### config.mk
export PLATFORM = sky130hd
export DESIGN_NAME = fpu_cmd_driver
export DESIGN_NICKNAME = d
export VERILOG_FILES = /design/src/rtl/fpu_cmd_driver.sv
export SDC_FILE = /design/constraint.sdc
export NUM_CORES = 1
export LEC_CHECK = 0
export ABC_AREA = 1
export BUFFER_PORTS_ARGS = -buffer_cell sky130_fd_sc_hd__buf_2
export CORE_ASPECT_RATIO = 0.9
export CORE_UTILIZATION = 55
export DETAILED_ROUTE_END_ITERATION = 8
export MAX_ROUTING_LAYER = met4
export PLACE_DENSITY = 0.77
export SLEW_MARGIN = 20
export SYNTH_ARGS = -nofsm -noshare
export SYNTH_HDL_FRONTEND = slang
export SYNTH_SLANG_ARGS = --single-unit
### constraint.sdc
create_clock -name clk -period 5.8 [get_ports clk]
set_input_delay 0.58 -clock clk [delete_from_list [all_inputs] [get_ports clk]]
set_output_delay 0.58 -clock clk [all_outputs]
set_load 0.01 [all_outputs]
### src/rtl/fpu_cmd_driver.sv
`timescale 1ns/1ps
`default_nettype none
// ============================================================================
// Module      : fpu_cmd_driver
// Description : Queues add/sub commands and issues them one at a time over the
//               fpu start/ready handshake, returning {C, tag, err} in order.
// Revision    : 1.0 - initial release
// ============================================================================
module fpu_cmd_driver #(
    parameter int DEPTH   = 4,
    parameter int TAG_W   = 4,
    parameter int TIMEOUT = 32
) (
    input  logic                       clk,
    input  logic                       rst,
    input  logic                       cmd_valid,
    output logic                       cmd_ready,
    input  logic                       cmd_op,
    input  logic [31:0]                cmd_a,
    input  logic [31:0]                cmd_b,
    input  logic [TAG_W-1:0]           cmd_tag,
    output logic                       rsp_valid,
    input  logic                       rsp_ready,
    output logic [31:0]                rsp_data,
    output logic [TAG_W-1:0]           rsp_tag,
    output logic                       rsp_err,
    output logic                       fpu_start,
    output logic                       fpu_op,
    output logic [31:0]                fpu_a,
    output logic [31:0]                fpu_b,
    input  logic                       fpu_ready,
    input  logic [31:0]                fpu_c,
    output logic                       busy,
    output logic [$clog2(DEPTH+1)-1:0] count
);

    localparam int PTR_W   = $clog2(DEPTH);
    localparam int CNT_W   = $clog2(DEPTH + 1);
    localparam int TMO_W   = $clog2(TIMEOUT + 1);
    localparam int ENTRY_W = 65 + TAG_W;

    typedef enum logic [2:0] {
        S_IDLE    = 3'd0,
        S_ISSUE   = 3'd1,
        S_WAIT_LO = 3'd2,
        S_WAIT_HI = 3'd3,
        S_RESP    = 3'd4
    } state_t;

    state_t               r_state;
    state_t               w_state_nxt;
    logic                 w_cap_ok;
    logic                 w_cap_tmo;

    logic [ENTRY_W-1:0]   r_mem [DEPTH];
    logic [PTR_W-1:0]     r_wr_ptr;
    logic [PTR_W-1:0]     r_rd_ptr;
    logic [CNT_W-1:0]     r_count;
    logic                 w_full;
    logic                 w_empty;
    logic                 w_push;
    logic                 w_pop;
    logic [ENTRY_W-1:0]   w_head;

    logic [TMO_W-1:0]     r_tmo;
    logic                 w_tmo_hit;
    logic                 w_in_wait;

    logic                 r_fpu_op;
    logic [31:0]          r_fpu_a;
    logic [31:0]          r_fpu_b;
    logic [TAG_W-1:0]     r_cur_tag;
    logic [31:0]          r_rsp_data;
    logic [TAG_W-1:0]     r_rsp_tag;
    logic                 r_rsp_err;

    assign w_full    = (r_count == CNT_W'(DEPTH));
    assign w_empty   = (r_count == '0);
    assign w_push    = cmd_valid && !w_full;
    assign w_pop     = (r_state == S_IDLE) && !w_empty && fpu_ready;
    assign w_head    = r_mem[r_rd_ptr];
    assign w_in_wait = (r_state == S_WAIT_LO) || (r_state == S_WAIT_HI);
    assign w_tmo_hit = (r_tmo >= TMO_W'(TIMEOUT - 1));

    // ------------------------------------------------------------------------
    // Command FIFO (storage carries no reset; occupancy/pointers do)
    // ------------------------------------------------------------------------
    always_ff @(posedge clk) begin
        if (w_push) begin
            r_mem[r_wr_ptr] <= {cmd_op, cmd_a, cmd_b, cmd_tag};
        end
    end

    always_ff @(posedge clk or posedge rst) begin
        if (rst) begin
            r_wr_ptr <= '0;
            r_rd_ptr <= '0;
            r_count  <= '0;
        end else begin
            if (w_push) begin
                r_wr_ptr <= r_wr_ptr + PTR_W'(1);
            end
            if (w_pop) begin
                r_rd_ptr <= r_rd_ptr + PTR_W'(1);
            end
            case ({w_push, w_pop})
                2'b10:   r_count <= r_count + CNT_W'(1);
                2'b01:   r_count <= r_count - CNT_W'(1);
                default: r_count <= r_count;
            endcase
        end
    end

    // ------------------------------------------------------------------------
    // Handshake state machine
    // ------------------------------------------------------------------------
    always_ff @(posedge clk or posedge rst) begin
        if (rst) begin
            r_state <= S_IDLE;
        end else begin
            r_state <= w_state_nxt;
        end
    end

    // Only a fall then a rise of fpu_ready after start completes a command;
    // a late fall on the final timeout cycle of WAIT_LO still times out.
    always_comb begin
        w_state_nxt = r_state;
        w_cap_ok    = 1'b0;
        w_cap_tmo   = 1'b0;
        case (r_state)
            S_IDLE: begin
                if (!w_empty && fpu_ready) begin
                    w_state_nxt = S_ISSUE;
                end
            end
            S_ISSUE: begin
                w_state_nxt = S_WAIT_LO;
            end
            S_WAIT_LO: begin
                if (w_tmo_hit) begin
                    w_state_nxt = S_RESP;
                    w_cap_tmo   = 1'b1;
                end else if (!fpu_ready) begin
                    w_state_nxt = S_WAIT_HI;
                end
            end
            S_WAIT_HI: begin
                if (fpu_ready) begin
                    w_state_nxt = S_RESP;
                    w_cap_ok    = 1'b1;
                end else if (w_tmo_hit) begin
                    w_state_nxt = S_RESP;
                    w_cap_tmo   = 1'b1;
                end
            end
            S_RESP: begin
                if (rsp_ready) begin
                    w_state_nxt = S_IDLE;
                end
            end
            default: begin
                w_state_nxt = S_IDLE;
            end
        endcase
    end

    // ------------------------------------------------------------------------
    // Timeout counter, operand and response registers
    // ------------------------------------------------------------------------
    always_ff @(posedge clk or posedge rst) begin
        if (rst) begin
            r_tmo <= '0;
        end else if (w_pop) begin
            r_tmo <= '0;
        end else if (w_in_wait && (r_tmo != TMO_W'(TIMEOUT))) begin
            r_tmo <= r_tmo + TMO_W'(1);
        end
    end

    always_ff @(posedge clk or posedge rst) begin
        if (rst) begin
            r_fpu_op   <= 1'b0;
            r_fpu_a    <= '0;
            r_fpu_b    <= '0;
            r_cur_tag  <= '0;
            r_rsp_data <= '0;
            r_rsp_tag  <= '0;
            r_rsp_err  <= 1'b0;
        end else begin
            if (w_pop) begin
                r_fpu_op  <= w_head[ENTRY_W-1];
                r_fpu_a   <= w_head[TAG_W+63:TAG_W+32];
                r_fpu_b   <= w_head[TAG_W+31:TAG_W];
                r_cur_tag <= w_head[TAG_W-1:0];
            end
            if (w_cap_ok) begin
                r_rsp_data <= fpu_c;
                r_rsp_tag  <= r_cur_tag;
                r_rsp_err  <= 1'b0;
            end else if (w_cap_tmo) begin
                r_rsp_data <= '0;
                r_rsp_tag  <= r_cur_tag;
                r_rsp_err  <= 1'b1;
            end
        end
    end

    assign cmd_ready = !w_full;
    assign count     = r_count;
    assign busy      = (r_state != S_IDLE) || !w_empty;
    assign fpu_start = (r_state == S_ISSUE);
    assign fpu_op    = r_fpu_op;
    assign fpu_a     = r_fpu_a;
    assign fpu_b     = r_fpu_b;
    assign rsp_valid = (r_state == S_RESP);
    assign rsp_data  = r_rsp_data;
    assign rsp_tag   = r_rsp_tag;
    assign rsp_err   = r_rsp_err;

endmodule
`default_nettype wire

== Word level (Yosys, flattened, before mapping) ==
Memory sizes are Yosys's and may differ from the RTL's. A register that Yosys moved wholly into a read port is not among the register bits.
Index checks and enable logic that the tools add are counted.
Storage, ports and cells
  input bits: 106
  memories kept: 1
  bits in writable memories: 276
  logic and storage cells: 66
  register bits: 53
Cells by class
  order comparisons: 1
  eq/ne operators: 12
  mux-type cells: 23
  add/sub/neg operators: 5
  reductions and logical operators: 16
Memories
  r_mem: words 4, width 69, rd ports 1, clocked after memory_dff 1, write ports 1, RTL line 55  | logic [ENTRY_W-1:0] r_mem [DEPTH];
Operators with widths (number)
  two-way mux 32 bit: 2
  two-way mux 3 bit: 6
  case mux 3 bit (5 select lines): 1
  two-way mux 6 bit: 2
  two-way mux 1 bit: 8
  two-way mux 4 bit: 2
  adder 6 x 1 -> 6 bit, second input constant: 1
  == test 3 x 2 -> 1 bit, second input constant: 2
  == test 3 bit, second input constant: 2
  >= comparator 6 x 5 -> 1 bit, second input constant: 1
  logical NOT 3 bit: 2
  inequality test 3 bit, second input constant: 2
  inequality test 6 bit, second input constant: 1
  case mux 3 bit (2 select lines): 1
  nonzero test 2 bit: 3
  logical AND 1 bit: 5
  adder 2 x 1 -> 2 bit, second input constant: 2
  inequality test 2 x 1 -> 1 bit, second input constant: 2
  AND reduction 4 bit: 1
  adder 3 x 1 -> 3 bit, second input constant: 1
  == test 3 x 1 -> 1 bit, second input constant: 1
  nonzero test 3 bit: 1
  subtractor 3 x 1 -> 3 bit, second input constant: 1
  == test 2 x 1 -> 1 bit, second input constant: 1
  other kinds (4): 6

== Longest topological paths before layout ==
  depth after elaboration: 6
  gate-level depth with buffers: 12

== Worst setup path before layout ==
OpenSTA, ideal clock, no wires.
  kind: register -> register
  start point: register r_count[0], in the netlist count[0]
  end point: memory r_mem[0][0] (netlist bit) (enable)
  clock period less this slack: 4.245 ns
  cell stages (with the launch flop): 5
  arrival time: 3.748 ns
  path slack: 1.555 ns
  cells stage by stage: dfrtp_1 inv_2 nand3_1 nand2_1 nor2_1
On the way
  longest elaborated chain between the ends: 5
RTL lines
  start, declared: RTL line 58  | logic [CNT_W-1:0] r_count;
  start signal, assigned: RTL line 107  | 2'b10: r_count <= r_count + CNT_W'(1);
  start signal, assigned: RTL line 108  | 2'b01: r_count <= r_count - CNT_W'(1);
  start signal, assigned: RTL line 109  | default: r_count <= r_count;
  == test 3 bit: RTL line 77  | assign w_full = (r_count == CNT_W'(DEPTH));
  logical NOT 1 bit
  via cmd_ready: RTL line 17  | output logic cmd_ready,
  logical AND 1 bit: RTL line 79  | assign w_push = cmd_valid && !w_full;
  two-way mux 1 bit: RTL line 89  | if (w_push) begin
  two-way mux 1 bit (not written as such): RTL line 90  | r_mem[r_wr_ptr] <= {cmd_op, cmd_a, cmd_b, cmd_tag};
  end, declared: RTL line 55
The timed path passes the listed nets, and every way through them passes these cells.

== Final worst setup path ==
  start point: register r_count[0], in the netlist count[0]
  end point: memory r_mem[2][29] (netlist bit) (enable)
On the way
  longest elaborated chain between the ends: 5
RTL lines (RTL line)
  == test 3 bit: 77
  logical NOT 1 bit: 79
  logical AND 1 bit: 79
  two-way mux 1 bit: 89
  two-way mux 1 bit (not written as such): 90
No other way between the ends.

==> results.md <==
* Top cell type's share of synthesized area at 54.87%
* Sw power at 0.003323 W
* Setup Fix Bufs, Post-CTS at 0
* Reg-to-Reg Start: count[0]
* F_max at 367.5 MHz
* Initial core utilization at 56.03%
* H-tree levels at 2
* Yosys reg bits at 398
* Critical Path Sink Type: flop
* Cells after Synth at between 1,000 and 1,500
* First-pass GRT wire length at 49.95 mm
* Sequential Power Share at approximately 45%
* Post-synthesis adder-cell area fraction at 0.7124%
* R2R depth at 5
* Cells after DPL at 1,751
* Synth area leaders: edfxtp_1 55%, dfrtp_1 20%, nor2_1 8.6%, o21ai_0 5.1%, nand2_1 3.1%
* DRT Pass-1 Iters at 5
* Req. time, crit path at 5.96 ns
* Switching Fraction at 34.83%
* Leading cell type in the layout, fill and taps excluded: nor2_1
* Largest net degree at the start of global routing at 140
* Max FO, Critical Path at 44
* Mux cell area share after synthesis at 0%
* Area delta synth->final at 17.11%
* Layout cell share with drive strength beyond 1 at between 10% and 20%
* HPWL Detailed at 18.33 mm
* 1st-iter DRT viols at 893
* Status: complete, no violations
* DIE HEIGHT at 159.2 µm
* Final max-slew violation count at 0
* Post-CTS sizing at 0
* RD Place Congestion at 0.8228
* Area leader, netlist: edfxtp_1
* Clk_skew at 0.02864 ns
* Hold Fails Final Rpt at 0
* Hold WC Path Type: in -> async
* CTS clock-pin slew for the worst setup and hold paths at 0.06 ns
* Vias at 9,865
* Pwr dens at between 500 and 600 nW/µm²
* Clock tree from TritonCTS: yes
* Number of global-route vias before repair at 9,427
* CP cell instances: inv_2 > nand3_1 > nand2_1 > nor2_4 > buf_4
* Max Cap Viol at 0
* Clock Latency Late Sink at 0.53 ns
* Max Buffers Root-to-Sink at 3
* Initial antenna violation count at 7
* Total CTS buffers at 40
* Comb pwr share at 29.7%
* WP data arrival at 2.88 ns
* Post-Synth XOR/XNOR Area at 0.2899%
* CTS Root Cell: clkbuf_16
* Worst Path Buf+Inv at 2
* Worst Setup Path Type: reg -> reg
* Peak VDD IR at 0.3917 mV
* RSZ-0062 raised after global routing: false
* Final period util at 46.92%
* Worst slew pin tran at 1.092 ns
* Register area share after synthesis at between 70% and 80%
* Synth Area in Compound Gates at under 10%
* Final Setup Violations at 0
* Element type at the critical path start: flop
* CTS Hold Buffers Added at 0
* Synth Net Count at about 1,400
* # DRC at 0
* Library cells used by synthesis at 26
* Relative slew slack at 27.18%
* Delay-heaviest family, CP: simple AND/OR/NAND/NOR gates
* Core Box Area at 26,960 µm²
* Final ANT Viol Nets at 0
* Final wirelength at 32.42 mm
* R2R Setup Slk at 3.08 ns
* Multi-input gate area in the final layout at 3322 µm²
* CP max-delay cell: nor2_4
* Row Count at 57
* Final-stage net count at around 1,600
* Synth warn at 0
* Final std cells w/o fill at about 1,800
* Crit path largest cell delay at about 0.78 ns
* I/O Buffers at 214
* Commonest non-fill, non-tap cells in the layout: 341 x nor2_1, 276 x edfxtp_1, 214 x buf_2
* Internal power at 0.006219 W
* Post-route setup TNS at 0 ns
* Die area at between 20,000 and 30,000 µm²
* Grt ovf at 0
* Clock power share at about 26%
* Synth Cell Area at roughly 15,000 µm²
* Simple-gate share of the synthesized area at 12.56%
* R2R Path End: r_mem[2][29]
* Routed WL per cell at 17.70 µm
* Reg area at 11,350 µm²
* IO Count at 215
* Die W at 176.7 µm
* Largest family of logic cells by synthesized area: simple AND/OR/NAND/NOR gates
* Post-route minimum period at 2.721 ns
* GRT Overall Usage at 23.75%
* # fillers at 1,976
* Sink Count at between 300 and 400
* DR vias/cell at 5.385
* Pleak at 6.956 nW
* Mapped Avg Cell Area at 12.17 µm²
## Yosys cell counts, drive strengths merged
cell type    n
a21oi        5
a31oi       66
buf         46
clkbuf      22
dfrtp      122
edfxtp     276
fa           1
ha           7
inv         39
nand2      126
nand3       13
nand4        5
nor2       347
nor3         2
o21ai      155
o22ai        4
xnor2        1
xor2         4
## cell type report
type / instances / area share, %
diodes: 9 / 0.1273
well taps: 354 / 2.504
clock inverters: 15 / 0.7993
multi-input cells: 736 / 18.78
clock buffers: 57 / 6.246
inverters: 39 / 0.8841
flip-flops and latches: 398 / 64.14
repair buffers: 224 / 6.521
## worst max path at each step
stage	slack [ns]	endpoint	cells after the start	start
2_1_floorplan	1.56	r_mem[0][0]	4	count[0]
3_3_place_gp	2.88	r_rd_ptr[1]	6	fpu_ready
3_5_place_dp	2.85	r_rd_ptr[1]	6	fpu_ready
4_1_cts	2.90	fpu_a[4]	5	r_state[0]
5_1_grt	2.86	r_mem[2][29]	5	count[1]
6_report	3.08	r_mem[2][29]	5	count[0]
## metal layers
layer | vias to the layer above | routed length [µm] | part of all wire [%] | track usage (%)
li1 | 4699 | - | - | -
met1 | 4725 | 13260 | 41 | 30.03
met2 | 388 | 15750 | 49 | 38.36
met3 | 53 | 2745 | 8.5 | 5.516
met4 | 0 | 668 | 2.1 | 7.053
met5 | - | 0 | 0 | -
## flip-flops by register name (all words and copies together), names as in the netlist
name	flops
r_wr_ptr	2
r_cur_tag	4
r_rd_ptr	2
fpu_a	32
fpu_op	1
rsp_tag	4
fpu_b	32
r_state	3
r_tmo	6
count	3
rsp_err	1
r_mem	276
rsp_data	32
## cells by family after synthesis
family	count (synthesis)
AO/OA/AOI/OAI	230
XOR/XNOR	5
adder cells (fa/ha/maj)	8
buffers and inverters	107
flip-flops	398
AND/OR/NAND/NOR	493
## metrics by stage
stage	cell area, µm²	power, W	hold WS, ns	util (%)	worst slack (ns)
floorplan	15100	0.006149	0.5015	-	1.555
global placement	16410	0.007024	0.4480	60.86	2.883
detailed placement	16410	0.007140	0.4556	60.88	2.853
CTS	17660	0.009612	0.2253	65.50	2.896
global route	17680	0.01012	0.2446	65.60	2.855
finish	17690	0.009542	0.1854	65.62	3.079
## power by group through the flow
stage / clock [W] / sequential, W / combinational, W
5_1_grt: 0.00262 / 0.00432 / 0.00318
2_1_floorplan: 0 / 0.00438 / 0.00177
3_3_place_gp: 0 / 0.00427 / 0.00275
3_5_place_dp: 0 / 0.00430 / 0.00284
6_report: 0.00245 / 0.00425 / 0.00283
4_1_cts: 0.00249 / 0.00425 / 0.00287
Power figures use the tool's default switching activity.
